<file path="src/rtl/cdb_arbiter_if.sv">
// ----------------------------------------------------------------------------
// cdb_arbiter_if
// Bundle between the result producers / CDB consumers and cdb_arbiter.
//
// Signals
//   req_valid    [NUM_REQ]            requester i has a result
//   req_payload  [NUM_REQ*PAYLOAD_W]  requester i payload at [i*PAYLOAD_W +: PAYLOAD_W]
//   req_ready    [NUM_REQ]            grant, combinational, same cycle
//   bus_valid    [NUM_BUS]            lane b carries a result
//   bus_payload  [NUM_BUS*PAYLOAD_W]  lane b payload at [b*PAYLOAD_W +: PAYLOAD_W]
//   bus_src      [NUM_BUS*ID_W]       lane b source ID (winner index + 1), 0 when idle
//
// Modports
//   master : producer/consumer side (drives requests, observes grants and lanes)
//   slave  : arbiter side
// ----------------------------------------------------------------------------
interface cdb_arbiter_if #(
    parameter int NUM_REQ   = 5,
    parameter int NUM_BUS   = 2,
    parameter int PAYLOAD_W = 70,
    parameter int ID_W      = 8
);
    logic [NUM_REQ-1:0]           req_valid;
    logic [NUM_REQ*PAYLOAD_W-1:0] req_payload;
    logic [NUM_REQ-1:0]           req_ready;
    logic [NUM_BUS-1:0]           bus_valid;
    logic [NUM_BUS*PAYLOAD_W-1:0] bus_payload;
    logic [NUM_BUS*ID_W-1:0]      bus_src;

    modport master (
        output req_valid,
        output req_payload,
        input  req_ready,
        input  bus_valid,
        input  bus_payload,
        input  bus_src
    );

    modport slave (
        input  req_valid,
        input  req_payload,
        output req_ready,
        output bus_valid,
        output bus_payload,
        output bus_src
    );
endinterface

</file>
<file path="src/rtl/cdb_arbiter.sv">
// ----------------------------------------------------------------------------
// cdb_arbiter
// Arbitrates NUM_REQ result producers onto NUM_BUS common data bus lanes.
// Up to NUM_BUS distinct winners per cycle; the k-th winner in scan order is
// registered onto lane k (latency 1). Scan starts at a rotating round-robin
// pointer that moves just past the last winner.
//
// Ports
//   clk    in  clock, rising edge
//   reset  in  synchronous, active-low
//   flush  in  suppresses all grants this cycle (pointer held)
//   cdb    cdb_arbiter_if.slave : request/grant and CDB lane signals
//
// Build option
//   CDB_ARB_FIXED_PRIO_EN : when defined the pointer is removed and scanning
//   always starts at index 0 (fixed priority, lowest index wins).
// ----------------------------------------------------------------------------
module cdb_arbiter #(
    parameter int NUM_REQ   = 5,
    parameter int NUM_BUS   = 2,
    parameter int PAYLOAD_W = 70,
    parameter int ID_W      = 8
) (
    input  logic          clk,
    input  logic          reset,
    input  logic          flush,
    cdb_arbiter_if.slave  cdb
);
    localparam int PTR_W = (NUM_REQ > 1) ? $clog2(NUM_REQ) : 1;
    localparam int CNT_W = $clog2(NUM_BUS + 1);

    logic [PTR_W-1:0]     scan_base;
    logic [NUM_REQ-1:0]   grant;
    logic [NUM_BUS-1:0]   lane_hit;
    logic [PTR_W-1:0]     lane_idx     [NUM_BUS];
    logic [PAYLOAD_W-1:0] lane_payload [NUM_BUS];
    logic [PTR_W-1:0]     last_idx;

`ifdef CDB_ARB_FIXED_PRIO_EN
    assign scan_base = '0;
`else
    logic [PTR_W-1:0] ptr_reg;
    logic [PTR_W-1:0] ptr_next;

    assign scan_base = ptr_reg;

    // Explicit wrap so NUM_REQ need not be a power of two.
    always_comb begin
        ptr_next = ptr_reg;
        if (|lane_hit) begin
            if (last_idx == PTR_W'(NUM_REQ - 1))
                ptr_next = '0;
            else
                ptr_next = last_idx + PTR_W'(1);
        end
    end

    always_ff @(posedge clk) begin
        if (!reset)
            ptr_reg <= '0;
        else
            ptr_reg <= ptr_next;
    end
`endif

    // Scan from scan_base upward (modulo NUM_REQ); the first NUM_BUS valid
    // requesters win, in order, onto lanes 0..NUM_BUS-1.
    always_comb begin
        logic [PTR_W:0]   idx_wide;
        logic [PTR_W-1:0] idx;
        logic [CNT_W-1:0] cnt;

        grant    = '0;
        lane_hit = '0;
        last_idx = scan_base;
        cnt      = '0;
        idx_wide = '0;
        idx      = '0;
        for (int b = 0; b < NUM_BUS; b++) begin
            lane_idx[b]     = '0;
            lane_payload[b] = '0;
        end

        for (int j = 0; j < NUM_REQ; j++) begin
            idx_wide = {1'b0, scan_base} + (PTR_W+1)'(j);
            if (idx_wide >= (PTR_W+1)'(NUM_REQ))
                idx_wide = idx_wide - (PTR_W+1)'(NUM_REQ);
            idx = idx_wide[PTR_W-1:0];
            if (cdb.req_valid[idx] && (cnt < CNT_W'(NUM_BUS))) begin
                grant[idx] = 1'b1;
                for (int b = 0; b < NUM_BUS; b++) begin
                    if (cnt == CNT_W'(b)) begin
                        lane_hit[b]     = 1'b1;
                        lane_idx[b]     = idx;
                        lane_payload[b] = cdb.req_payload[int'(idx)*PAYLOAD_W +: PAYLOAD_W];
                    end
                end
                last_idx = idx;
                cnt      = cnt + CNT_W'(1);
            end
        end

        // Flush and reset both cancel every grant; in-flight results drop.
        if (flush || !reset) begin
            grant    = '0;
            lane_hit = '0;
        end
    end

    assign cdb.req_ready = grant;

    genvar gi;
    generate
        for (gi = 0; gi < NUM_BUS; gi++) begin : g_lane
            logic                 valid_reg;
            logic [ID_W-1:0]      src_reg;
            logic [PAYLOAD_W-1:0] payload_reg;

            always_ff @(posedge clk) begin
                if (!reset) begin
                    valid_reg   <= 1'b0;
                    src_reg     <= '0;
                    payload_reg <= '0;
                end else begin
                    valid_reg <= lane_hit[gi];
                    src_reg   <= lane_hit[gi] ? (ID_W'(lane_idx[gi]) + ID_W'(1)) : '0;
                    // Idle-lane payload is don't-care; only load on a win.
                    if (lane_hit[gi])
                        payload_reg <= lane_payload[gi];
                end
            end

            assign cdb.bus_valid[gi]                          = valid_reg;
            assign cdb.bus_src[gi*ID_W +: ID_W]               = src_reg;
            assign cdb.bus_payload[gi*PAYLOAD_W +: PAYLOAD_W] = payload_reg;
        end
    endgenerate

endmodule

</file>
<file path="src/flat_wrapper.sv">
// flat-port wrapper written by rule: the top's interface ports become plain ports
module cdb_arbiter_flat 
#(
    parameter int NUM_REQ   = 5,
    parameter int NUM_BUS   = 2,
    parameter int PAYLOAD_W = 70,
    parameter int ID_W      = 8
)
  (clk, reset, flush, cdb_req_valid, cdb_req_payload, cdb_req_ready, cdb_bus_valid, cdb_bus_payload, cdb_bus_src);
  cdb_arbiter_if #(.NUM_REQ(NUM_REQ), .NUM_BUS(NUM_BUS), .PAYLOAD_W(PAYLOAD_W), .ID_W(ID_W)) cdb_i ();
  input  logic clk;
  input  logic reset;
  input  logic flush;
  input wire logic [$bits(cdb_i.req_valid)-1:0] cdb_req_valid;
  input wire logic [$bits(cdb_i.req_payload)-1:0] cdb_req_payload;
  output wire logic [$bits(cdb_i.req_ready)-1:0] cdb_req_ready;
  output wire logic [$bits(cdb_i.bus_valid)-1:0] cdb_bus_valid;
  output wire logic [$bits(cdb_i.bus_payload)-1:0] cdb_bus_payload;
  output wire logic [$bits(cdb_i.bus_src)-1:0] cdb_bus_src;
  assign cdb_i.req_valid = cdb_req_valid;
  assign cdb_i.req_payload = cdb_req_payload;
  assign cdb_req_ready = cdb_i.req_ready;
  assign cdb_bus_valid = cdb_i.bus_valid;
  assign cdb_bus_payload = cdb_i.bus_payload;
  assign cdb_bus_src = cdb_i.bus_src;
  cdb_arbiter #(.NUM_REQ(NUM_REQ), .NUM_BUS(NUM_BUS), .PAYLOAD_W(PAYLOAD_W), .ID_W(ID_W)) u_core (.clk(clk), .reset(reset), .flush(flush), .cdb(cdb_i));
endmodule
</file>
<file path="config.mk">
export PLATFORM = sky130hd
export DESIGN_NAME = cdb_arbiter_flat
export DESIGN_NICKNAME = d
export VERILOG_FILES = /design/src/rtl/cdb_arbiter_if.sv /design/src/rtl/cdb_arbiter.sv /design/src/flat_wrapper.sv
export SDC_FILE = /design/constraint.sdc
export NUM_CORES = 2
export LEC_CHECK = 0
export BUFFER_PORTS_ARGS = -buffer_cell sky130_fd_sc_hd__buf_2
export CAP_MARGIN = 20
export CORE_AREA = 2 2 256 258
export DETAILED_ROUTE_END_ITERATION = 7
export DIE_AREA = 0 0 258 260
export GPL_ROUTABILITY_DRIVEN = 0
export SLEW_MARGIN = 30
export SYNTH_ARGS = -nofsm -noshare
export SYNTH_HDL_FRONTEND = slang
export SYNTH_SLANG_ARGS = --single-unit
</file>
<file path="constraint.sdc">
create_clock -name clk -period 7.98 [get_ports clk]
set_input_delay 1.197 -clock clk [delete_from_list [all_inputs] [get_ports clk]]
set_output_delay 1.197 -clock clk [all_outputs]
set_load 0.02 [all_outputs]
</file>
==> reports/qor.yml <==
logic_synthesis:
  yosysWarnings: 0
  yosysTopAreaCell: "mux2i_1"
  synth_top_flop_cell: "dfxtp_1"
  synth_top_cell_area_share: 0.136
  ys_top_cells_by_area: "mux2i_1, dfxtp_1, mux4_2, a22oi_1, nand2_1"
  synth_edf_count: 0
  ys_async_sr_fraction: 0
  ys_seq_elements: 153
  synth_cell_types: 80
  synth_area_per_cell_um2: 7.80
  syn_inst: 3104
  syn_area_um2: 24200
  ys_seq_area_frac: 0.126
clock_network:
  postCtsSetupRepairBufs: 0
  numCtsBuffers: 17
  cts_tree: "yes"
  ctsHtreeMaxLevel: 4
  cts_resized: 0
  clk_pin_slew_worst_paths_ns: 0.07
  ctsHoldBuffers: 0
  clockBufferDepth: 2
  cts-root-buf: "clkbuf_16"
  insertion_delay_ns: 0.51
  clock-sinks: 153
sta:
  rsz0062_at_grt: "no"
  timing.final.crit_share: 0.926
  slew_headroom: 0.0638
  layout_setup_ws_ns: 0.592
  fin_tns_setup_ns: 0
  worst_pin_slew_ns: 1.40
  period_needed_ns: 7.39
  final.setup_skew_ns: 0.0101
  drv_slew: 0
  finalSetupViolations: 0
  clock.fmax_mhz: 135
  hold_violations: 0
floorplan:
  die_h_um: 260
  die_w_um: 258
  initial_core_util: 0.378
  dieArea_um2: 67100
  ios: 521
  placeableCoreArea_um2: 64100
  num_rows: 93
routing:
  ant_nets: 0
  via_per_inst: 7.31
  drc: 11
  wl_per_cell_um: 30.7
  drt_iter0_markers: 4965
  routed_wl_um: 129000
  vias: 30759
  dr.pass1.iters: 8
placed_design:
  port_buffers: 512
  hpwl_um: 76700
  pre_cts_ws_ns: 1.13
status:
  outcome: "finished with violations"
  violations: "DRC"
run:
  cap_violations: 0
global_route:
  grt_usage: 0.364
  grt_pass1_wl_um: 187000
  antenna_found_initial: 28
  grt_pass1_vias: 28531
  grt_overflow: 0
  grt_max_degree: 212
setup_path:
  cp-start-kind: "flip-flop"
  critPathMaxFanout: 43
  worstReg2RegEnd: "u_core.g_lane[0].payload_reg[25]$_SDFFE_PN0P_"
  worstSetupPathType: "flip-flop to output port"
  crit_arrival_ns: 6.19
  reg2reg_depth: 17
  required_ns: 6.78
  r2r-start: "u_core.ptr_reg[1]$_SDFFE_PN0P_"
  r2r_slack_ns: 0.91
  end_kind: "output port"
final_layout:
  fin_util: 0.436
  area_growth_pct: 15.5
  layout_commonest_cell: "buf_2"
  largest_register_ffs: 140
  final_cell_mix: "buf_2, nand2_1, mux2i_1, a21oi_1, a22oi_1"
  fin_nets: 3696
  layout-drive-gt1-share: 0.274
min_path:
  hold_start: "u_core.g_lane[1].payload_reg[34]$_SDFFE_PN0P_"
  hold-path-endpoint: "u_core.g_lane[1].payload_reg[34]$_SDFFE_PN0P_"
  holdPathStages: 2
  min_path_type: "flip-flop to flip-flop"
==> synth_stat cells (4+ instances only) <==
library cell,count
nand2_1,424
mux2i_1,330
a21oi_1,308
clkbuf_1,281
a22oi_1,236
dfxtp_1,153
o22ai_1,140
o21ai_0,137
mux2_2,135
mux4_2,95
a221oi_1,79
buf_2,79
o221ai_1,70
a32o_1,66
nand3_1,65
a221o_1,58
nor2_1,49
a31oi_1,48
a222oi_1,42
a32oi_1,32
o211ai_1,31
buf_4,21
ha_1,20
buf_1,16
nor3_1,15
o2bb2ai_1,15
inv_1,14
and2_1,13
nand2b_1,12
mux2_1,11
a22o_1,10
a211oi_1,8
inv_2,7
a21o_1,5
xnor2_1,5
o21a_1,4
o221a_2,4
==> critical path, cell delays in order, from the launching register on <==
cell,delay (ns)
dfxtp_1,0.64
inv_1,0.31
ha_1,0.90
inv_2,0.27
mux2i_1,0.47
o211ai_1,0.21
a21o_4,0.45
ha_1,0.37
a221oi_2,0.26
mux2i_1,0.49
ha_1,0.33
inv_1,0.09
a21oi_1,0.08
and2_1,0.22
a221oi_1,0.34
nor2_1,0.07
buf_2,0.17
==> how the worst max path moves through the flow <==
stage                                        start                                            end  slack, ns  cells past startpoint
finish              u_core.ptr_reg[1]$_SDFFE_PN0P_                               cdb_req_ready[0]       0.59                     16
global placement    u_core.ptr_reg[1]$_SDFFE_PN0P_  u_core.g_lane[0].payload_reg[60]$_SDFFE_PN0P_       1.34                     17
CTS                 u_core.ptr_reg[1]$_SDFFE_PN0P_                               cdb_req_ready[0]       0.71                     16
floorplan           u_core.ptr_reg[1]$_SDFFE_PN0P_                               cdb_req_ready[2]       1.95                     18
detailed placement  u_core.ptr_reg[1]$_SDFFE_PN0P_  u_core.g_lane[0].payload_reg[39]$_SDFFE_PN0P_       1.13                     17
global route        u_core.ptr_reg[1]$_SDFFE_PN0P_                               cdb_req_ready[0]       0.21                     16
==> stage by stage <==
step / cell area, µm² / instances / hold WS [ns]
2_1_floorplan: 24200 / 3113 / 0.533
6_report: 28000 / 4208 / 0.457
4_1_cts: 27800 / 4182 / 0.459
5_1_grt: 28000 / 4206 / 0.468
3_5_place_dp: 27200 / 4150 / 0.447
3_3_place_gp: 27100 / 4148 / 0.442
==> cells by family (layout without fill, tap and decap cells) <==
| group | Yosys count | in the layout | share of synthesized area |
|---|---|---|---|
| flops | 153 | 153 | 0.126 |
| buf+inv | 420 | 637 | 0.0731 |
| xor+xnor | 6 | 6 | 0.00248 |
| fa+ha+maj | 21 | 21 | 0.0112 |
| compound gates | 1330 | 1330 | 0.389 |
| other cells | 1 | 33 | 0.000155 |
| mux | 572 | 572 | 0.293 |
| simple gates | 601 | 601 | 0.104 |
==> final cells by class <==
cell class / count / area (µm²)
multi-input cells: 2540 / 19700
well taps: 855 / 1070
inverters: 21 / 80.1
repair buffers: 584 / 3350
fillers: 6566 / 36200
diodes: 23 / 57.6
flip-flops and latches: 153 / 3060
clock inverters: 6 / 85.1
clock buffers: 26 / 519
==> metal layers <==
| layer | share of wire | GRT usage | up-vias |
|---|---|---|---|
| met5 | 0.00048 | 0.00214 | - |
| met4 | 0.055 | 0.200 | 10 |
| met3 | 0.14 | 0.0905 | 557 |
| met2 | 0.42 | 0.535 | 2761 |
| met1 | 0.38 | 0.486 | 14513 |
| li1 | - | - | 12918 |
Power is left out: the tool's default activity adds up to more than one toggle a clock period on the data nets, which glitch-free logic cannot reach.
